**config.mk**
```make
export PLATFORM = sky130hd
export DESIGN_NAME = bus_xfer_ctrl_flat
export DESIGN_NICKNAME = d
export VERILOG_FILES = /design/src/rtl/bus_xfer_if.sv /design/src/rtl/bus_xfer_ctrl.sv /design/src/flat_wrapper.sv
export SDC_FILE = /design/constraint.sdc
export NUM_CORES = 1
export LEC_CHECK = 0
export ABC_AREA = 0
export CAP_MARGIN = 20
export CORE_MARGIN = 2
export CORE_UTILIZATION = 45
export DETAILED_ROUTE_END_ITERATION = 10
export HOLD_SLACK_MARGIN = 0.06
export PLACE_DENSITY = 0.89
export SYNTH_ARGS = -nofsm -noshare
export SYNTH_HDL_FRONTEND = slang
export SYNTH_SLANG_ARGS = --single-unit
export TNS_END_PERCENT = 1
```
**constraint.sdc**
```tcl
create_clock -name clk -period 5.2 [get_ports clk]
set_clock_uncertainty 0.15 [all_clocks]
set_input_delay 1.3 -clock clk [delete_from_list [all_inputs] [get_ports clk]]
set_output_delay 1.3 -clock clk [all_outputs]
set_load 0.02 [all_outputs]
```
**src/rtl/bus_xfer_if.sv**
```systemverilog
// Handshake and bus signals between the transfer controller (master) and the datapath (slave).
interface bus_xfer_if;
    logic       req;
    logic [2:0] src;
    logic [2:0] dst;
    logic [7:0] imm;
    logic [7:0] bus_in;
    logic [7:0] oe_n;
    logic [7:0] ie_n;
    logic [7:0] bus_out;
    logic       bus_oe;
    logic       busy;
    logic       done;
    logic       err;
    logic [7:0] last_data;

    modport master (
        input  req, src, dst, imm, bus_in,
        output oe_n, ie_n, bus_out, bus_oe, busy, done, err, last_data
    );

    modport slave (
        output req, src, dst, imm, bus_in,
        input  oe_n, ie_n, bus_out, bus_oe, busy, done, err, last_data
    );
endinterface

```
**src/rtl/bus_xfer_ctrl.sv**
```systemverilog
// Shared-bus transfer sequencer: drives one source, strobes one destination load,
// holds the source one extra cycle, and records every transferred byte.
module bus_xfer_ctrl #(
    parameter int unsigned SETTLE_CYCLES = 1
) (
    input logic        clk,
    input logic        rst_n,
    bus_xfer_if.master bif
);
    localparam int unsigned CNT_W  = 4;
    localparam int unsigned UNIT_W = 3;
    localparam int unsigned DATA_W = 8;
    localparam logic [UNIT_W-1:0] IMM_UNIT = UNIT_W'(7);

    typedef enum logic [1:0] {IDLE, DRIVE, LOAD, HOLD} state_e;

    state_e              state_q, state_d;
    logic [CNT_W-1:0]    cnt_q, cnt_d;
    logic [UNIT_W-1:0]   src_q, src_d;
    logic [UNIT_W-1:0]   dst_q, dst_d;
    logic [DATA_W-1:0]   oe_n_q, oe_n_d;
    logic [DATA_W-1:0]   ie_n_q, ie_n_d;
    logic [DATA_W-1:0]   bus_out_q, bus_out_d;
    logic                bus_oe_q, bus_oe_d;
    logic                busy_q, busy_d;
    logic                done_q, done_d;
    logic                err_q, err_d;
    logic [DATA_W-1:0]   last_data_q, last_data_d;
    logic                accept_window;

    // Next state plus next registered strobes, derived from where we will be next cycle.
    always_comb begin
        state_d     = state_q;
        cnt_d       = cnt_q;
        src_d       = src_q;
        dst_d       = dst_q;
        bus_out_d   = bus_out_q;
        last_data_d = last_data_q;
        done_d      = 1'b0;
        err_d       = 1'b0;
        oe_n_d      = '1;
        ie_n_d      = '1;
        bus_oe_d    = 1'b0;
        busy_d      = 1'b0;

        case (state_q)
            IDLE: ;
            DRIVE: begin
                if (cnt_q <= CNT_W'(1)) state_d = LOAD;
                else                    cnt_d   = cnt_q - CNT_W'(1);
            end
            LOAD: begin
                state_d     = HOLD;
                last_data_d = bif.bus_in;
            end
            HOLD: begin
                state_d = IDLE;
                done_d  = 1'b1;
            end
            default: state_d = IDLE;
        endcase

        // The last HOLD cycle doubles as an acceptance slot so back-to-back transfers lose no cycle.
        accept_window = (state_q == IDLE) || (state_q == HOLD);
        if (accept_window && bif.req) begin
            if (bif.src == bif.dst) begin
                err_d = 1'b1;
            end else begin
                state_d = DRIVE;
                src_d   = bif.src;
                dst_d   = bif.dst;
                cnt_d   = CNT_W'(SETTLE_CYCLES);
                if (bif.src == IMM_UNIT) bus_out_d = bif.imm;
            end
        end

        busy_d = (state_d != IDLE);
        if (busy_d) begin
            if (src_d == IMM_UNIT) bus_oe_d      = 1'b1;
            else                   oe_n_d[src_d] = 1'b0;
        end
        if ((state_d == LOAD) && (dst_d != IMM_UNIT)) ie_n_d[dst_d] = 1'b0;
    end

    always_ff @(posedge clk or negedge rst_n) begin
        if (!rst_n) begin
            state_q     <= IDLE;
            cnt_q       <= '0;
            src_q       <= '0;
            dst_q       <= '0;
            oe_n_q      <= '1;
            ie_n_q      <= '1;
            bus_out_q   <= '0;
            bus_oe_q    <= 1'b0;
            busy_q      <= 1'b0;
            done_q      <= 1'b0;
            err_q       <= 1'b0;
            last_data_q <= '0;
        end else begin
            state_q     <= state_d;
            cnt_q       <= cnt_d;
            src_q       <= src_d;
            dst_q       <= dst_d;
            oe_n_q      <= oe_n_d;
            ie_n_q      <= ie_n_d;
            bus_out_q   <= bus_out_d;
            bus_oe_q    <= bus_oe_d;
            busy_q      <= busy_d;
            done_q      <= done_d;
            err_q       <= err_d;
            last_data_q <= last_data_d;
        end
    end

    assign bif.oe_n      = oe_n_q;
    assign bif.ie_n      = ie_n_q;
    assign bif.bus_out   = bus_out_q;
    assign bif.bus_oe    = bus_oe_q;
    assign bif.busy      = busy_q;
    assign bif.done      = done_q;
    assign bif.err       = err_q;
    assign bif.last_data = last_data_q;
endmodule

```
**src/flat_wrapper.sv**
```systemverilog
// flat-port wrapper written by rule: the top's interface ports become plain ports
module bus_xfer_ctrl_flat 
#(
    parameter int unsigned SETTLE_CYCLES = 1
)
  (clk, rst_n, bif_req, bif_src, bif_dst, bif_imm, bif_bus_in, bif_oe_n, bif_ie_n, bif_bus_out, bif_bus_oe, bif_busy, bif_done, bif_err, bif_last_data);
  bus_xfer_if bif_i ();
  input logic clk;
  input logic rst_n;
  input wire logic [$bits(bif_i.req)-1:0] bif_req;
  input wire logic [$bits(bif_i.src)-1:0] bif_src;
  input wire logic [$bits(bif_i.dst)-1:0] bif_dst;
  input wire logic [$bits(bif_i.imm)-1:0] bif_imm;
  input wire logic [$bits(bif_i.bus_in)-1:0] bif_bus_in;
  output wire logic [$bits(bif_i.oe_n)-1:0] bif_oe_n;
  output wire logic [$bits(bif_i.ie_n)-1:0] bif_ie_n;
  output wire logic [$bits(bif_i.bus_out)-1:0] bif_bus_out;
  output wire logic [$bits(bif_i.bus_oe)-1:0] bif_bus_oe;
  output wire logic [$bits(bif_i.busy)-1:0] bif_busy;
  output wire logic [$bits(bif_i.done)-1:0] bif_done;
  output wire logic [$bits(bif_i.err)-1:0] bif_err;
  output wire logic [$bits(bif_i.last_data)-1:0] bif_last_data;
  assign bif_i.req = bif_req;
  assign bif_i.src = bif_src;
  assign bif_i.dst = bif_dst;
  assign bif_i.imm = bif_imm;
  assign bif_i.bus_in = bif_bus_in;
  assign bif_oe_n = bif_i.oe_n;
  assign bif_ie_n = bif_i.ie_n;
  assign bif_bus_out = bif_i.bus_out;
  assign bif_bus_oe = bif_i.bus_oe;
  assign bif_busy = bif_i.busy;
  assign bif_done = bif_i.done;
  assign bif_err = bif_i.err;
  assign bif_last_data = bif_i.last_data;
  bus_xfer_ctrl #(.SETTLE_CYCLES(SETTLE_CYCLES)) u_core (.clk(clk), .rst_n(rst_n), .bif(bif_i));
endmodule
```
==> impl_metrics.csv <==
group,metric,value,unit
detailed_routing,antenna_left,0,
synthesis,netlist_area,2060,um^2
clocking,cts_sinks,48,
timing,finalMaxSlewViolations,0,
global_routing,grt_util_met2,0.267,
timing,worstMarginPinSlew,0.582,ns
worst_setup_path,slowest_delay,0.54,ns
global_routing,antenna_found_initial,0,
detailed_routing,wl,3840,um
global_routing,grt_max_degree,49,
worst_setup_path,critPathLaunchType,"primary input",
floorplan,core,4380,um^2
worst_setup_path,critical_path.top_delay_family,"buffers and inverters",
synthesis,synth_edf_count,0,
synthesis,synthAdderAreaFrac,0.0303,
detailed_routing,dr_total_vias,1374,
pwr,pwr-share-comb,0.463,
pwr,swShare,0.358,
worst_setup_path,path_class,"primary input to flip-flop",
synthesis,yosysTopAreaCell,"dfrtp_1",
clocking,cts_buffers,5,
global_routing,overflow,0,
finish,stdcell_area,2800,um^2
placed_design,dp_hpwl,2850,um
worst_setup_path,arrival,3.26,ns
detailed_routing,dr.pass1.iters,4,
hold_path,hold_depth,1,
synthesis,synthTopCellsByCount,"32 x dfrtp_1, 22 x mux2_2, 16 x dfstp_2",
floorplan,row_count,24,
pwr,p_per_area,550,nW/um^2
pwr,ir_worst_vdd,272,uV
synthesis,synth_top_area_frac,0.388,
timing,final.period_utilization,0.613,
clocking,htreeDepth,2,
pwr,power_leakage,0.00116,uW
clocking,clock_latency,0.29,ns
floorplan,die_h,71.7,um
synthesis,ys.flop_type,"dfrtp_1",
synthesis,synth_top_family_by_area,"multiplexers",
worst_setup_path,cp_max_fo,11,
synthesis,synth_cells,153,
detailed_routing,avgRoutedWirePerCell,14.2,um
clocking,path_clk_slew,0.08,ns
worst_setup_path,reg2reg_depth,6,
synthesis,yosys_warnings,0,
placed_design,dpl_cell_area,2690,um^2
floorplan,io_pins,61,
timing,finalHoldViolCount,0,
worst_setup_path,worst-path-buf-inv,1,
global_routing,grt_first_pass_wirelength,6470,um
clocking,root_buffer,"clkbuf_8",
clocking,cts_tree,"done",
synthesis,ys_top_cells_by_area,"dfrtp_1 39%, dfstp_2 20%, mux2_2 12%",
synthesis,synth_compound_area_frac,0.0601,
timing,min_period,3.19,ns
global_routing,grt_pass1_vias,1393,
worst_setup_path,crit_chain,"clkdlybuf4s50_1 -> xnor2_2 -> a31o_1 -> nand3_2 -> or3b_1",
synthesis,synth.distinct_cells,39,
global_routing,track_usage,0.164,
finish,multi_input_area,792,um^2
finish,fillers,338,
synthesis,ys_ff_latch,48,
pwr,p_int,989,uW
floorplan,start_util,0.470,
pwr,seqPwrFrac,0.394,
synthesis,synth.avg_cell_area,13.5,um^2
floorplan,dieArea,5140,um^2
finish,ff_latch_area,1220,um^2
finish,antenna_cells,0,
finish,fin_util,0.639,
clocking,cts_resized,0,
global_routing,grt-busiest-layer,"met2",
job,maxCapViolCount,0,
synthesis,muxShareOfSynthArea,0.135,
worst_setup_path,slowest_stage,"clkdlybuf4s50_1",
timing,slew_headroom,0.607,
worst_setup_path,endpoint_kind,"flip-flop",
finish,syn_to_final_growth,35.9,%
clocking,post_cts_buffers,0,
finish,drive_gt1_frac,0.242,
detailed_routing,drt_iter0_markers,34,
synthesis,synthSimpleGateAreaFrac,0.119,
placed_design,gp_congestion,0.794,
synthesis,synth_xor_area_frac,0.0364,
pwr,power.switching,552,uW
pwr,p_clk_frac,0.143,
clocking,cts.path.max_buffers,2,
timing,max_freq,314,MHz
global_routing,use_met3,0.0647,
synthesis,ys_seq_area_frac,0.592,
finish,nets,248,
clocking,ctsHoldBuffers,0,
hold_path,hold_path_class,"flip-flop to flip-flop",
worst_setup_path,path_depth,5,
detailed_routing,viasPerCell,5.07,
worst_setup_path,cp_data_required_time,5.27,ns
global_routing,met1_usage,0.199,
status,status,"complete, no violations",
pwr,finalPower,1540,uW
timing,setup_viol,0,
timing,fin_tns_setup,0,ns
synthesis,async_flop_share,1.00,
placed_design,io_buffers,60,
synthesis,yosysMostFrequentCell,"dfrtp_1",
floorplan,fp.dieW,71.7,um
detailed_routing,drcViolationCount,0,
timing,rsz0062_at_grt,"false",
[cell usage in the layout (no fill, tap or decap), types with 2 or more instances in the layout]
cell type and n:
clkdlybuf4s50_1 59, dfrtp_1 32, mux2_2 22, dfstp_2 16, nand3_1 11, nand2_1 8
nor2_1 8, clkbuf_8 6, inv_1 5, ha_1 5, xnor2_2 3, a21oi_1 3
mux2i_1 3, nand2b_1 3, xor2_1 2, a211oi_1 2, nor3_1 2, nor4b_1 2
or3b_1 2, nand3b_1 2, clkbuf_1 2, conb_1 2
[worst paths after layout]
kind                                                    from                                 to  slack (ns)
max                                               bif_src[1]       u_core.bif.ie_n[5]$_DFF_PN1_        2.01
min                        u_core.bif.bus_out[5]$_DFFE_PN0P_  u_core.bif.bus_out[5]$_DFFE_PN0P_        0.36
max reg2reg                      u_core.state_q[1]$_DFF_PN0_       u_core.bif.ie_n[2]$_DFF_PN1_        2.92
min reg2reg                u_core.bif.bus_out[5]$_DFFE_PN0P_  u_core.bif.bus_out[5]$_DFFE_PN0P_        0.36
max in group asynchronous                              rst_n       u_core.bif.oe_n[3]$_DFF_PN1_        3.71
min in group asynchronous                              rst_n          u_core.cnt_q[0]$_DFF_PN0_        0.67
[power groups by stage]
stage               Combinational [uW]  Sequential [uW]  Clock (uW)
floorplan                          323              727           0
global placement                   697              610           0
detailed placement                 717              616           0
CTS                                720              609         227
global route                       777              628         243
finish                             713              608         220
[area by class of cell]
type	count	share of cell area
inverters	5	0.00670
well taps	52	0.0232
multi-input cells	97	0.283
repair buffers	61	0.220
clock buffers	8	0.0321
flip-flops and latches	48	0.436
[registers in the layout (all words and copies together) (netlist names)]
| name | flops |
|---|---|
| u_core.bif.bus_oe | 1 |
| u_core.state_q | 2 |
| u_core.bif.oe_n | 8 |
| u_core.src_q | 3 |
| u_core.bif.ie_n | 8 |
| u_core.bif.busy | 1 |
| u_core.bif.last_data | 8 |
| u_core.dst_q | 3 |
| u_core.bif.bus_out | 8 |
| u_core.bif.err | 1 |
| u_core.cnt_q | 4 |
| u_core.bif.done | 1 |
[layer usage]
layer	vias up	routed length, um
met5	-	0
met4	0	51
met3	7	296
met2	40	1920
met1	658	1570
li1	669	-
[kinds of logic after synthesis]
kind of cell,Yosys count
adder cells (fa/ha/maj),5
XOR/XNOR,6
AND/OR/NAND/NOR,45
buffers and inverters,9
flip-flops,48
other,1
multiplexers,25
AO/OA/AOI/OAI,14
[worst register-to-register path, cell delays in order (launching register included)]
cell and delay [ns]:
dfrtp_1 0.44, inv_1 0.08, ha_1 0.19, and2b_1 0.18, nor4b_1 0.50, nor3b_1 0.49
nand3b_1 0.16
[through the flow]
step                      hold slack [ns]  std cells  setup WS [ns]
after floorplan                     0.310        154           2.47
after global placement              0.339        262           1.77
after detailed placement            0.343        262           1.71
after CTS                           0.355        270           2.01
after global routing                0.370        271           1.88
final                               0.359        271           2.01
(Power assumes the default switching activity.)
